**config.mk**
```make
export PLATFORM = sky130hd
export DESIGN_NAME = pc_sequencer
export DESIGN_NICKNAME = d
export VERILOG_FILES = /design/src/rtl/pc_sequencer_pkg.sv /design/src/rtl/pc_next_calc.sv /design/src/rtl/pc_sequencer.sv
export SDC_FILE = /design/constraint.sdc
export NUM_CORES = 1
export LEC_CHECK = 0
export CORE_MARGIN = 2
export CORE_UTILIZATION = 47
export CTS_CLUSTER_DIAMETER = 120
export DETAILED_ROUTE_END_ITERATION = 10
export HOLD_SLACK_MARGIN = 0.12
export PLACE_DENSITY = 0.76
export REMOVE_ABC_BUFFERS = 1
export SYNTH_ARGS = -nofsm -noshare
export SYNTH_HDL_FRONTEND = slang
export SYNTH_SLANG_ARGS = --single-unit
export TNS_END_PERCENT = 1
```
**constraint.sdc**
```tcl
create_clock -name clk_i -period 3 [get_ports clk_i]
set_input_delay 0.6 -clock clk_i [delete_from_list [all_inputs] [get_ports clk_i]]
set_output_delay 0.6 -clock clk_i [all_outputs]
set_load 0.02 [all_outputs]
```
**src/rtl/pc_sequencer_pkg.sv**
```systemverilog
`default_nettype none
// ============================================================================
//  Module      : pc_sequencer_pkg
//  Description : Shared types and constants for the program-counter
//                sequencer: FSM state enum, next-PC select, opcode patterns,
//                program entry points and instruction ROM depth.
//  Revision    : 1.0 - initial release
// ============================================================================
package pc_sequencer_pkg;

    // Sequencer FSM states
    typedef enum logic [2:0] {
        ST_IDLE    = 3'd0,
        ST_FETCH   = 3'd1,
        ST_ISSUE   = 3'd2,
        ST_WAIT_BR = 3'd3,
        ST_HALTED  = 3'd4
    } state_e;

    // Next-PC operation selected for pc_next_calc
    typedef enum logic [1:0] {
        NPC_INC  = 2'd0,
        NPC_FWD  = 2'd1,
        NPC_BACK = 2'd2
    } npc_sel_e;

    // Opcodes: branch patterns compare only the bits set in OP_BR_CARE_MASK
    localparam logic [7:0] OP_HALT          = 8'b1000_1000;
    localparam logic [7:0] OP_BR_FWD_MASK   = 8'b1111_0000;
    localparam logic [7:0] OP_BR_BACK_MASK  = 8'b1011_0000;
    localparam logic [7:0] OP_BR_CARE_MASK  = 8'b1111_1000;

    // Program entry points
    localparam logic [7:0] ENTRY_MULT = 8'd0;
    localparam logic [7:0] ENTRY_STRM = 8'd93;
    localparam logic [7:0] ENTRY_PAIR = 8'd138;

    // Number of populated instruction ROM words
    localparam logic [7:0] ROM_DEPTH  = 8'd196;

    function automatic logic is_br_fwd(input logic [7:0] op);
        return (op & OP_BR_CARE_MASK) == OP_BR_FWD_MASK;
    endfunction

    function automatic logic is_br_back(input logic [7:0] op);
        return (op & OP_BR_CARE_MASK) == OP_BR_BACK_MASK;
    endfunction

    function automatic logic [7:0] entry_pc(input logic [1:0] sel);
        logic [7:0] pc;
        case (sel)
            2'd0:    pc = ENTRY_MULT;
            2'd1:    pc = ENTRY_STRM;
            2'd2:    pc = ENTRY_PAIR;
            default: pc = 8'd0;
        endcase
        return pc;
    endfunction

endpackage
`default_nettype wire

```
**src/rtl/pc_next_calc.sv**
```systemverilog
`default_nettype none
// ============================================================================
//  Module      : pc_next_calc
//  Description : Combinational next-PC: increment, forward or backward
//                branch offset. All arithmetic wraps modulo 256.
//  Revision    : 1.0 - initial release
// ============================================================================
module pc_next_calc
    import pc_sequencer_pkg::*;
(
    input  logic [7:0] pc_i,
    input  logic [7:0] off_i,
    input  npc_sel_e   sel_i,
    output logic [7:0] pc_o
);

    // Select the next PC; 8-bit result truncation gives the modulo-256 wrap
    always_comb begin
        pc_o = pc_i + 8'd1;
        case (sel_i)
            NPC_FWD:  pc_o = pc_i + off_i;
            NPC_BACK: pc_o = pc_i - off_i;
            default:  pc_o = pc_i + 8'd1;
        endcase
    end

endmodule
`default_nettype wire

```
**src/rtl/pc_sequencer.sv**
```systemverilog
`default_nettype none
// ============================================================================
//  Module      : pc_sequencer
//  Description : Program-counter sequencer. Fetches from a combinational
//                instruction ROM, issues each instruction over a valid/ready
//                handshake, waits for branch resolution and stops on halt.
//                Optional feature macro PC_BOUNDS_CHECK_EN: fetching at or
//                beyond ROM_DEPTH raises a sticky fault and halts.
//  Revision    : 1.0 - initial release
// ============================================================================
module pc_sequencer
    import pc_sequencer_pkg::*;
(
    input  logic       clk_i,
    input  logic       reset_ni,
    input  logic       start_i,
    input  logic [1:0] prog_sel_i,
    output logic [7:0] inst_addr_o,
    input  logic [7:0] inst_data_i,
    output logic [7:0] inst_o,
    output logic       inst_valid_o,
    input  logic       inst_ready_i,
    input  logic       br_valid_i,
    input  logic       br_taken_i,
    input  logic [7:0] br_off_i,
    output logic       busy_o,
    output logic       done_o,
    output logic       fault_o
);

    state_e     state_q, state_d;
    logic [7:0] pc_q, pc_d;
    logic [7:0] inst_q, inst_d;
    logic       done_q, done_d;
    npc_sel_e   npc_sel;
    logic [7:0] pc_next;

`ifdef PC_BOUNDS_CHECK_EN
    logic       fault_q, fault_d;
`endif

    pc_next_calc u_pc_next_calc (
        .pc_i  (pc_q),
        .off_i (br_off_i),
        .sel_i (npc_sel),
        .pc_o  (pc_next)
    );

    // Branch direction comes from the held instruction; anything else increments
    always_comb begin
        npc_sel = NPC_INC;
        if (state_q == ST_WAIT_BR && br_taken_i) begin
            npc_sel = is_br_fwd(inst_q) ? NPC_FWD : NPC_BACK;
        end
    end

    // FSM next-state and datapath register updates
    always_comb begin
        state_d = state_q;
        pc_d    = pc_q;
        inst_d  = inst_q;
        done_d  = 1'b0;
`ifdef PC_BOUNDS_CHECK_EN
        fault_d = fault_q;
`endif
        case (state_q)
            ST_IDLE, ST_HALTED: begin
                if (start_i) begin
                    pc_d    = entry_pc(prog_sel_i);
`ifdef PC_BOUNDS_CHECK_EN
                    fault_d = 1'b0;
`endif
                    state_d = ST_FETCH;
                end
            end
            ST_FETCH: begin
`ifdef PC_BOUNDS_CHECK_EN
                if (pc_q >= ROM_DEPTH) begin
                    fault_d = 1'b1;
                    done_d  = 1'b1;
                    state_d = ST_HALTED;
                end else
`endif
                begin
                    inst_d  = inst_data_i;
                    state_d = ST_ISSUE;
                end
            end
            ST_ISSUE: begin
                if (inst_ready_i) begin
                    if (inst_q == OP_HALT) begin
                        done_d  = 1'b1;
                        state_d = ST_HALTED;
                    end else if (is_br_fwd(inst_q) || is_br_back(inst_q)) begin
                        // PC stays on the branch until the datapath resolves it
                        state_d = ST_WAIT_BR;
                    end else begin
                        pc_d    = pc_next;
                        state_d = ST_FETCH;
                    end
                end
            end
            ST_WAIT_BR: begin
                if (br_valid_i) begin
                    pc_d    = pc_next;
                    state_d = ST_FETCH;
                end
            end
            default: state_d = ST_IDLE;
        endcase
    end

    // State registers with asynchronous active-low reset
    always_ff @(posedge clk_i or negedge reset_ni) begin
        if (!reset_ni) begin
            state_q <= ST_IDLE;
            pc_q    <= 8'd0;
            inst_q  <= 8'd0;
            done_q  <= 1'b0;
        end else begin
            state_q <= state_d;
            pc_q    <= pc_d;
            inst_q  <= inst_d;
            done_q  <= done_d;
        end
    end

`ifdef PC_BOUNDS_CHECK_EN
    // Sticky fault flag, cleared only by reset or a new start
    always_ff @(posedge clk_i or negedge reset_ni) begin
        if (!reset_ni) begin
            fault_q <= 1'b0;
        end else begin
            fault_q <= fault_d;
        end
    end
    assign fault_o = fault_q;
`else
    assign fault_o = 1'b0;
`endif

    assign inst_addr_o  = pc_q;
    assign inst_o       = inst_q;
    assign inst_valid_o = (state_q == ST_ISSUE);
    assign busy_o       = (state_q == ST_FETCH) || (state_q == ST_ISSUE) ||
                          (state_q == ST_WAIT_BR);
    assign done_o       = done_q;

endmodule
`default_nettype wire

```
# After elaboration in Yosys (flattened, before gate mapping)

Index checks and enable logic that the tools add are counted.

Add/subtract/negate cells: 3
Equal/unequal tests: 16
Mux-type cells: 19
Reductions and logical operators: 9

Operators with widths:

| cell                                                                    | number |
|---|---|
| 8-bit 2-to-1 mux                                                        | 5 |
| 8-bit one-hot mux with 2 select lines                                   | 2 |
| 8-bit one-hot mux with 3 select lines                                   | 1 |
| 3-bit 2-to-1 mux                                                        | 4 |
| 3-bit one-hot mux with 4 select lines                                   | 1 |
| 5-bit equality test, second input constant                              | 2 |
| 8-bit by 1-bit adder with 8-bit output, second input constant           | 1 |
| 8-bit adder                                                             | 1 |
| 8-bit equality test, second input constant                              | 1 |
| 2-bit inequality test, second input constant                            | 4 |
| 8-bit subtractor                                                        | 1 |
| 3-bit by 2-bit equality test with 1-bit output, second input constant   | 2 |
| 2-bit 2-to-1 mux                                                        | 3 |
| 6-bit AND reduction                                                     | 1 |
| 2-bit by 1-bit equality test with 1-bit output, second input constant   | 2 |
| 2-bit equality test, second input constant                              | 2 |
| 3-bit by 1-bit equality test with 1-bit output, second input constant   | 1 |
| 3-bit equality test, second input constant                              | 1 |
| 3-bit logical NOT                                                       | 1 |
| 1-bit logical OR                                                        | 3 |
| 1-bit 2-to-1 mux                                                        | 3 |
| 3-bit AND reduction                                                     | 1 |
| 3-bit nonzero test                                                      | 1 |
| 2-bit by 1-bit inequality test with 1-bit output, second input constant | 1 |
| other kinds (2)                                                         | 2 |

Bits in registers: 20

# Longest topological paths before layout

Depth after elaboration: 9
Mapped depth: 12
Mapped depth without buffers: 12

# Modules after synthesis

From an unflattened synthesis, not the netlist that was laid out.

Cells, all modules: 160
Area total of the unflattened synthesis: 1605.3 µm²

Modules (own cells, without submodules):

| module       | instances | cells an instance | area an instance (µm²) | seq. area each (µm²) |
|---|---|---|---|---|
| pc_sequencer | 1         | 81                | 1077.3                 | 500.5 |
| pc_next_calc | 1         | 79                | 528.0                  | 0.0 |

# Worst setup path after synthesis

OpenSTA, ideal clock, no wires.

Path type: register to register
Start point: register inst_q[3] (netlist: inst_o[3])
End point: register pc_q[7] (netlist: inst_addr_o[7])
Data arrival time: 2.628 ns
Data required time: 2.920 ns
Setup slack: 0.291 ns
Cell stages (with the launch flop): 13
Path buffers: 0
Path through: dfrtp_1 and4b_2 nand2_4 mux2i_1 nand2b_1 inv_1 ha_1 nor2b_1 o31a_1 o21ai_0 a21oi_1 or4b_1 o211ai_2

Longest elaborated chain between the ends: 9

Ends and longest elaborated chain:

| what                                                                                  | line                   | text |
|---|---|---|
| start: declaration                                                                    | pc_sequencer.sv:33     | `logic [7:0] inst_q, inst_d;` |
| start signal: assignment                                                              | pc_sequencer.sv:123    | `inst_q <= inst_d;` |
| 5-bit equality test                                                                   | pc_sequencer_pkg.sv:42 | `return (op & OP_BR_CARE_MASK) == OP_BR_FWD_MASK;` |
| 2-bit 2-to-1 mux                                                                      | pc_sequencer.sv:53     | `npc_sel = is_br_fwd(inst_q) ? NPC_FWD : NPC_BACK;` |
| 2-bit 2-to-1 mux                                                                      | pc_sequencer.sv:52     | `if (state_q == ST_WAIT_BR && br_taken_i) begin` |
| 2-bit equality test or 2-bit by 1-bit equality test with 1-bit output (tied branches) | pc_next_calc.sv:20     | `case (sel_i)` |
| 8-bit one-hot mux with 2 select lines                                                 | pc_next_calc.sv:20     |  |
| 8-bit 2-to-1 mux                                                                      | pc_sequencer.sv:94     | `end else if (is_br_fwd(inst_q) \|\| is_br_back(inst_q)) begin` |
| 8-bit 2-to-1 mux                                                                      | pc_sequencer.sv:91     | `if (inst_q == OP_HALT) begin` |
| 8-bit 2-to-1 mux                                                                      | pc_sequencer.sv:90     | `if (inst_ready_i) begin` |
| 8-bit one-hot mux with 3 select lines                                                 | pc_sequencer.sv:66     | `case (state_q)` |
| end signal: assignment                                                                | pc_sequencer.sv:122    | `pc_q <= pc_d;` |
| end: declaration                                                                      | pc_sequencer.sv:32     | `logic [7:0] pc_q, pc_d;` |

Parallel ways exist; a longest one is shown, timed or not. The select of a mux whose other input is x is not followed.
A chain may end at the register's enable or synchronous reset.

# Worst setup path after layout

Start point: input br_off_i[2]
End point: register pc_q[7] (netlist: inst_addr_o[7])

Longest elaborated chain between the ends: 6

Ends and longest elaborated chain:

| what                                            | line                                   | text |
|---|---|---|
| start: declaration                              | pc_sequencer.sv:25                     | `input logic [7:0] br_off_i,` |
| 8-bit subtractor or 8-bit adder (tied branches) | pc_next_calc.sv:22, pc_next_calc.sv:21 |  |
| 8-bit one-hot mux with 2 select lines *         | pc_next_calc.sv:20                     |  |
| 8-bit 2-to-1 mux                                | pc_sequencer.sv:94                     |  |
| 8-bit 2-to-1 mux                                | pc_sequencer.sv:91                     |  |
| 8-bit 2-to-1 mux                                | pc_sequencer.sv:90                     |  |
| 8-bit one-hot mux with 3 select lines *         | pc_sequencer.sv:66                     |  |

Mark *: on every way between the ends. The rest lies on a longest branch, timed or not. The select of a mux whose other input is x is not followed.

==> metrics.txt <==
most frequent cells in the layout clkdlybuf4s50_1, nor2_1, buf_4, dfrtp_1, nand2_1; Setup violations, final 0; Via density 5.444; M1 WL 1684 um; Achievable Freq 0.3508 GHz; DRC Markers 0; DR pass1 iterations 5; commonest non-fill, non-tap cell in the layout clkdlybuf4s50_1; maximum vdd drop 532.8 uV; number of enable flip-flop cells after synthesis 0; Final HPWL DP 3064 um; routed via count 1508; Filler cells 258; fin crit period 2.851 ns; Iteration-0 DRC Markers 57; final core utilization 0.7148; pin count of the biggest net entering global routing 21; Syn Area/Cell 8.773 um2; fin crit share 0.9502; # placed instances 273; largest family of logic cells by synthesized area simple AND/OR/NAND/NOR gates; die area 3700 um2; max cap viols 0; Sink Count 20; CP most frequent cell o21ai_2; simple-gate share of the synthesized area 0.2605; Die Ht 60.83 um; setup TNS 0 ns; crit end category flop; crit path from br_off_i[2]; Synth Area in Compound Gates 0.1476; vias in the first global route 1514; Layout Cells excl Fill 277; dpl ws -0.3654 ns; CTS Hold Buffers Added 0; Critical Path AT 3.09 ns; post-synthesis xor/xnor area fraction 0.03462; Critical Path Max Stage Delay 0.54 ns; CTS tree built; Slew @ Worst Pin 0.9436 ns; Syn Inst Count 173; Worst R2R Path Depth 12; gr ovfl total 0; RR Endpoint inst_addr_o[7]$_DFFE_PN0P_; largest cells by area after synthesis dfrtp_1, ha_1, mux2_2; Pwr Density 904.7 nW/um2; Total Wirelength 3953 um; I/O Buffers 42; Area growth syn-to-layout 43.78%; Initial Utilization 0.4971; Mapped Area 1518 um2; clk_skew 0.003744 ns; post-synthesis mux area share 0.07997; min-delay worst type flop to flop; Slew HR 0.3690; antenna violations before repair 0; cell taking the most area after synthesis dfrtp_1; Required @ worst endpoint 3.24 ns; met3 wire len 195 um; Setup CP Type primary input to flop; #FFs+latches synth 20; final total power 0.001974 W; wire length per cell 14.27 um; CP bufs+invs 1; H-tree Lvls 1; Crit Path Max Fanout 4; die width 60.83 um; nets@finish 270; cell family with most CP delay simple AND/OR/NAND/NOR gates; core area 3053 um2; Fin. Hold Viols 0; Startpoint Class primary input; Adder-Cell Fraction of Synth Area 0.09563; synth unique cells 41; ratio of cells with drive above 1 in the final layout 0.2189; io pins 44; GRT Overall Usage 0.2353; Worst-path clk slew 0.11 ns; Clk Latency, worst-skew pair 0.31 ns; Seq/Total Area, Yosys 0.3298; Post-synth ARST share 1.000; status complete, no violations; Leak Pwr 1.012 nW; Antenna Nets Post-Route 0; Worst Setup EP inst_addr_o[7]$_DFFE_PN0P_; ys flop type dfrtp_1; Critical Path, Cell by Cell clkdlybuf4s50_1, nor2_2, a31oi_2, xor2_1, nor2_1, ha_1, nand2_1, o21ai_2, o21ai_2, and3_1, or4b_1, o211ai_2; RSZ-0062 raised after global routing no; fin. max-slew vios 0; Core Rows 20; Hold Path Depth 2; CTS Buf Count 3; clock root buffer clkbuf_4; worst reg2reg setup slack 0.22 ns; RR Startpoint inst_o[3]$_DFFE_PN0N_; first-pass GRT wire length 6382 um; critical path depth 12; final setup margin 0.1494 ns; ant diodes 0; slowest CP cell clkdlybuf4s50_1; Placer Congestion 0.8520; share of the synthesized area in the top cell type 0.3298; clock buffer depth 2; top layer in use met4; met2 wire length 1973 um; Synth Warn # 0
## Yosys cell counts (2+ instances only)
master / n
nor2_1: 27
dfrtp_1: 20
o21ai_0: 14
a21oi_1: 10
ha_1: 10
inv_1: 10
nand2_1: 10
mux2_2: 9
nor3_1: 6
nand2b_1: 5
xor2_1: 5
nor2b_1: 4
and3_1: 3
clkbuf_1: 3
nand3_1: 3
o21a_1: 3
o31ai_1: 3
and4b_2: 2
buf_4: 2
mux2i_1: 2
or4b_1: 2
## worst register-to-register path, stage by stage (launching register included)
cell      delay [ns]
dfrtp_1         0.42
and4b_2         0.34
nand2_4         0.10
nor2_1          0.16
xor2_1          0.16
nor2_1          0.06
ha_1            0.31
o21a_1          0.13
o31a_1          0.17
o21ai_2         0.08
and3_1          0.19
or4b_1          0.51
o211ai_2        0.08
## state kept, by name (all words and copies together) (netlist names)
register and count:
inst_o 8, state_q 3, inst_addr_o 8, done_o 1
## worst min-delay path by stage
stage / startpoint / end / slack [ns]
6_report: inst_addr_o[5]$_DFFE_PN0P_ / inst_addr_o[5]$_DFFE_PN0P_ / 0.55
5_1_grt: inst_addr_o[0]$_DFFE_PN0P_ / inst_addr_o[0]$_DFFE_PN0P_ / 0.58
4_1_cts: inst_addr_o[5]$_DFFE_PN0P_ / inst_addr_o[5]$_DFFE_PN0P_ / 0.55
3_5_place_dp: inst_addr_o[5]$_DFFE_PN0P_ / inst_addr_o[5]$_DFFE_PN0P_ / 0.52
3_3_place_gp: inst_addr_o[5]$_DFFE_PN0P_ / inst_addr_o[5]$_DFFE_PN0P_ / 0.50
2_1_floorplan: reset_ni / done_o$_DFF_PN0_ / 0.30
## timing repair
item	4_1_cts	5_1_grt
gates resized for setup	2	18
buffers inserted	0	1
setup endpoints to repair	2	4
cloned	0	0
pin swaps	0	7
## per-stage QoR
step / hold WS [ns] / instance area [um2]
finish: 0.5495 / 2182
global route: 0.5826 / 2182
CTS: 0.5461 / 2128
detailed placement: 0.5158 / 2106
global placement: 0.5022 / 2106
floorplan: 0.3044 / 1480
## cells by family after synthesis
| kind of cell | Yosys count |
|---|---|
| other | 1 |
| DFF | 20 |
| AOI/OAI and AO/OA | 37 |
| xor gates and xnor gates | 6 |
| adders and majority gates | 11 |
| and+or+nand+nor | 71 |
| muxes | 11 |
| buffers and inverters | 16 |
## cell type report
cell class              count  area (um2)  share of cell area
clock buffers               3       22.52             0.01032
inverters                  10       37.54             0.01720
multi-input cells         137       983.4              0.4507
flip-flops and latches     20       500.5              0.2294
well taps                  44       55.05             0.02523
repair buffers             63       583.1              0.2672
## report_power, final
group	switching, W	internal, W
Sequential	0.000148	0.000394
Combinational	0.000651	0.000648
Clock	0.0000855	0.0000469
## layer usage
metal | vias to the layer above | GRT usage
met5 | - | 0
met4 | 0 | 0.1118
met3 | 12 | 0.03412
met2 | 59 | 0.4071
met1 | 708 | 0.2870
li1 | 729 | -
(Power assumes the default switching activity.)
